===== src/rtl/mc16_pkg.sv =====
// Shared constants and FSM state encoding for the microcore16 program loader.
package mc16_pkg;
  localparam int BYTE_W = 8;
  localparam int WORD_W = 16;
  localparam int ADDR_W = 8;
  localparam logic [BYTE_W-1:0] HDR_BYTE = 8'hA5;

  typedef enum logic [2:0] {
    ST_IDLE, ST_HDR, ST_LEN, ST_HI, ST_LO, ST_CHK, ST_DONE, ST_ERR
  } state_t;
endpackage


===== src/rtl/mc16_prog_loader.sv =====
// Serial program-image loader: parses A5/len/data/xor frames from a byte
// stream, writes 16-bit words into program memory and releases the core.
module mc16_prog_loader
  import mc16_pkg::*;
(
  input  logic              clk,
  input  logic              rst_n,
  input  logic              ena,
  input  logic              load_en,
  input  logic              byte_valid,
  input  logic [BYTE_W-1:0] byte_data,
  output logic              byte_ready,
  output logic              mem_we,
  output logic [ADDR_W-1:0] mem_addr,
  output logic [WORD_W-1:0] mem_wdata,
  output logic              core_run,
  output logic              err
);
  state_t            state, state_nx;
  logic [ADDR_W-1:0] cnt, cnt_nx, len_q, len_nx, addr_q, addr_nx;
  logic [BYTE_W-1:0] hi_q, hi_nx, csum_q, csum_nx;
  logic [WORD_W-1:0] wdata_q, wdata_nx;
  logic              we_q, we_nx, run_q, run_nx;
  logic              in_frame, accept;

  assign in_frame   = (state == ST_HDR) || (state == ST_LEN) || (state == ST_HI) ||
                      (state == ST_LO)  || (state == ST_CHK);
  // Bytes are refused during the write cycle so the counter settles first.
  assign byte_ready = ena && in_frame && !we_q;
  assign accept     = byte_valid && byte_ready;
  assign mem_we     = we_q && ena && load_en;
  assign mem_addr   = addr_q;
  assign mem_wdata  = wdata_q;
  assign core_run   = run_q;
  assign err        = (state == ST_ERR);

  always_comb begin
    state_nx = state;
    cnt_nx   = cnt;
    len_nx   = len_q;
    hi_nx    = hi_q;
    csum_nx  = csum_q;
    we_nx    = we_q;
    addr_nx  = addr_q;
    wdata_nx = wdata_q;
    run_nx   = run_q;
    if (ena) begin
      we_nx = 1'b0;
      if (we_q && cnt != {ADDR_W{1'b1}}) cnt_nx = cnt + 1'b1;
      unique case (state)
        ST_IDLE: if (load_en) state_nx = ST_HDR;
        ST_HDR:  if (accept && byte_data == HDR_BYTE) state_nx = ST_LEN;
        ST_LEN: if (accept) begin
          if (byte_data == '0) state_nx = ST_ERR;
          else begin
            len_nx   = byte_data;
            cnt_nx   = '0;
            csum_nx  = '0;
            state_nx = ST_HI;
          end
        end
        ST_HI: if (accept) begin
          hi_nx    = byte_data;
          csum_nx  = csum_q ^ byte_data;
          state_nx = ST_LO;
        end
        ST_LO: if (accept) begin
          csum_nx  = csum_q ^ byte_data;
          we_nx    = 1'b1;
          addr_nx  = cnt;
          wdata_nx = {hi_q, byte_data};
          state_nx = (cnt == len_q - 1'b1) ? ST_CHK : ST_HI;
        end
        ST_CHK: if (accept) state_nx = (byte_data == csum_q) ? ST_DONE : ST_ERR;
        ST_DONE, ST_ERR: if (!load_en) state_nx = ST_IDLE;
        default: state_nx = ST_IDLE;
      endcase
      // Host abort wins over everything, including a queued write.
      if (!load_en && state != ST_IDLE) begin
        state_nx = ST_IDLE;
        we_nx    = 1'b0;
      end
      run_nx = (state_nx == ST_IDLE) || (state_nx == ST_DONE);
    end
  end

  always_ff @(posedge clk or negedge rst_n) begin
    if (!rst_n) begin
      state   <= ST_IDLE;
      cnt     <= '0;
      len_q   <= '0;
      hi_q    <= '0;
      csum_q  <= '0;
      we_q    <= 1'b0;
      addr_q  <= '0;
      wdata_q <= '0;
      run_q   <= 1'b0;
    end else begin
      state   <= state_nx;
      cnt     <= cnt_nx;
      len_q   <= len_nx;
      hi_q    <= hi_nx;
      csum_q  <= csum_nx;
      we_q    <= we_nx;
      addr_q  <= addr_nx;
      wdata_q <= wdata_nx;
      run_q   <= run_nx;
    end
  end
endmodule


===== config.mk =====
export PLATFORM = sky130hd
export DESIGN_NAME = mc16_prog_loader
export DESIGN_NICKNAME = d
export VERILOG_FILES = /design/src/rtl/mc16_pkg.sv /design/src/rtl/mc16_prog_loader.sv
export SDC_FILE = /design/constraint.sdc
export NUM_CORES = 1
export LEC_CHECK = 0
export CAP_MARGIN = 20
export CORE_MARGIN = 4
export CORE_UTILIZATION = 27
export CTS_BUF_LIST = sky130_fd_sc_hd__clkbuf_4
export DETAILED_ROUTE_END_ITERATION = 16
export PLACE_DENSITY_LB_ADDON = 0.08
export SYNTH_ARGS = -nofsm -noshare
export SYNTH_HDL_FRONTEND = slang
export SYNTH_SLANG_ARGS = --single-unit

===== constraint.sdc =====
create_clock -name clk -period 1.6 [get_ports clk]
set_input_delay 0.16 -clock clk [delete_from_list [all_inputs] [get_ports clk]]
set_output_delay 0.16 -clock clk [all_outputs]
set_load 0.05 [all_outputs]

==> key figures <==
Outcome
  • Result of the run: finished with violations
  • Violated checks: setup timing

Yosys
  • Most used DFF post-synth: dfrtp_1
  • Number of synthesized flops with an enable pin: 0
  • Synth cell types: 54
  • Area share of the largest cell type after synthesis: 0.497
  • Sequential cell area fraction in the yosys report: 0.497
  • Post-synthesis register bit count: 61
  • Largest area contributor in the netlist: dfrtp_1
  • Most frequent cell after synthesis: dfrtp_1
  • Post-Synthesis Cells: 272
  • Synth warn: 0
  • Top cells by count, synth: dfrtp_1, mux2_2, nor2_1
  • Mapped Nets: 287
  • Syn avg cell area: 11.3 um^2
  • Synthesized cell area: 3070 um^2
  • Async S/R FF share, synth: 1.00
  • Top cells by area, synth: dfrtp_1, mux2_2, mux2_1

CTS
  • CTS Buf Count: 9
  • Max clock buf depth: 2
  • Worst-path clk slew: 0.11 ns
  • CTS tree: built
  • Worst skew pair latency: 0.42 ns
  • H-Tree Level Count: 3
  • CTS sink cnt: 61
  • Clk root buf: clkbuf_4

Floorplan
  • Core ar.: 11,000 um^2
  • Die Wd: 115 um
  • Die area: 13,200 um^2
  • Floorplan row count: 38
  • Vert. Die Dim: 115 um
  • I/O Pins: 41
  • Initial Util: 0.280

Place
  • Placed wire-length estimate: 5980 um
  • Port buffer count: 40
  • Inst Count DP: 499
  • Final GP Congestion: 0.811
  • Placed Instance Area: 4070 um^2

GRT
  • Antenna violations before repair: 0
  • Overflow after GRT: 0
  • First-pass GRT wire length: 13,900 um
  • Overall Global Routing Usage: 0.138
  • Vias in the first global route: 2,645
  • Largest net degree at the start of global routing: 62

Worst setup path
  • Critical Path RT: 1.92 ns
  • Reg-to-Reg End: core_run
  • R2r startpoint: we_q
  • Critical path class: register to register
  • Nature of the critical path startpoint: register
  • Crit end category: register
  • Worst EP arrival: 2.04 ns
  • R2R depth: 6
  • R2r setup slk: -0.12 ns
  • Crit path launch: we_q
  • Largest fanout on the critical path: 4

Drt
  • Drt total wl: 8990 um
  • DRC errors left: 0
  • Total vias in the final route: 2,514
  • Wirelength per Cell: 16.8 um
  • Initial DRC Count: 77
  • Initial DRT Pass Iterations: 4
  • Via density: 4.70
  • Antenna-violating nets left: 0

Timing
  • Min Tclk post-route: 1.72 ns
  • Setup tns final: -0.669 ns
  • Unrepaired setup endpoints after global routing: yes
  • Max_slew headroom: 0.710
  • Maximum achievable frequency: 581 MHz
  • Slew Limit Fails: 0
  • Setup ws final: -0.120 ns
  • Final Cycle Share: 1.07
  • Final Setup Violations: 16
  • Hold_ws: 0.283 ns
  • Final-report hold violation count: 0
  • Slew of the pin with the lowest slew margin: 0.431 ns
  • Clock skew: 0.0159 ns

Hold path
  • Worst hold path class: input port to asynchronous set/reset pin

Layout
  • Share of cells above drive strength 1: 0.554
  • Multi-input logic area: 1750 um^2
  • Final layout net count: 405
  • Final Cell Area: 4830 um^2
  • FF/Latch Area: 1530 um^2
  • Ant diodes: 0
  • Fill cells: 1,057
  • Fin cells: 535
  • Area Growth Syn to Fin: 57.2%

Flow run
  • Max_cap viols: 0

Power
  • Leakage: 2.28 nW
  • Peak supply drop: 0.554 mV
  • Total power: 3.62 mW
  • Pwr/cell area: 749 nW/um^2
## layer usage
| layer | track usage | vias to the layer above | wire length, um |
|---|---|---|---|
| met5 | 0 | - | 0 |
| met2 | 0.217 | 39 | 4310 |
| li1 | - | 1221 | - |
| met3 | 0.0359 | 9 | 331 |
| met4 | 0.0469 | 0 | 119 |
| met1 | 0.185 | 1245 | 4230 |
## critical path: stages (launching register included)
cell and delay, ns:
dfrtp_1 0.40, nand3b_1 0.24, buf_6 0.18, o21ai_0 0.22, a311oi_2 0.19, a21o_1 0.21, o221a_1 0.20
## cell usage in the layout (no fill, tap or decap), types with 3 or more instances in the layout
| cell type | instances |
|---|---|
| buf_6 | 12 |
| xnor2_1 | 10 |
| o22ai_1 | 3 |
| nor3b_2 | 5 |
| buf_4 | 84 |
| xor2_1 | 8 |
| inv_1 | 10 |
| nor4_2 | 4 |
| nand4_1 | 4 |
| a21o_1 | 5 |
| nand2_1 | 10 |
| o21ai_2 | 4 |
| mux2_4 | 12 |
| bufinv_16 | 3 |
| clkdlybuf4s50_1 | 11 |
| nor2_1 | 10 |
| nor2_4 | 4 |
| mux2_2 | 26 |
| dfrtp_2 | 5 |
| o2bb2ai_1 | 5 |
| clkbuf_4 | 11 |
| buf_12 | 9 |
| o21ai_1 | 9 |
| dfrtp_1 | 56 |
| nand3_1 | 6 |
| o21ai_0 | 4 |
| o211ai_1 | 3 |
## where the power goes
part           total, mW  switching (mW)  internal (mW)
clock               1.42           0.600          0.820
sequential          1.65          0.0514           1.60
combinational      0.553           0.285          0.268
## registers in the layout, indices dropped and copies added, names as in the netlist
| signal | flops |
|---|---|
| hi_q | 8 |
| len_q | 8 |
| we_q | 1 |
| mem_addr | 8 |
| state | 3 |
| cnt | 8 |
| core_run | 1 |
| csum_q | 8 |
| mem_wdata | 16 |
## area by class of cell
type                            instances  area share
Multi-Input combinational cell        184       0.363
Inverter                               13      0.0109
Clock buffer                           11      0.0171
Clock inverter                          5      0.0205
Sequential cell                        61       0.317
Tap cell                              140      0.0363
Timing Repair Buffer                  121       0.235
## worst max path at each step
| stage | end | slack, ns |
|---|---|---|
| floorplan | csum_q[0] | -0.008 |
| global placement | core_run | -0.51 |
| detailed placement | core_run | -0.46 |
| CTS | byte_ready | -0.14 |
| global route | core_run | -0.22 |
| finish | core_run | -0.12 |
## cells by family (layout without fill, tap and decap cells)
logic type,after synthesis,in the layout,share of synthesized area
flip-flops,61,61,0.497
adder cells (fa/ha/maj),2,2,0.00814
buffers and inverters,27,150,0.0407
multiplexers,39,39,0.142
XOR/XNOR,19,19,0.0541
AO/OA/AOI/OAI,50,50,0.116
AND/OR/NAND/NOR,74,74,0.142
## what timing repair did
action / CTS / global route
setup buffers: 6 / 10
pin swaps: 9 / 18
endpoints found under the hold margin: 61 / 0
endpoints found under the setup margin: 46 / 62
resized for setup: 43 / 45
gates cloned: 0 / 3
hold buffers: 1 / 0
## per-stage QoR
step,setup slack (ns),util
final,-0.120,0.440
after global routing,-0.218,0.440
after floorplan,-0.00807,-
after detailed placement,-0.458,0.371
after global placement,-0.511,0.371
after CTS,-0.143,0.408
(Power assumes the default switching activity.)
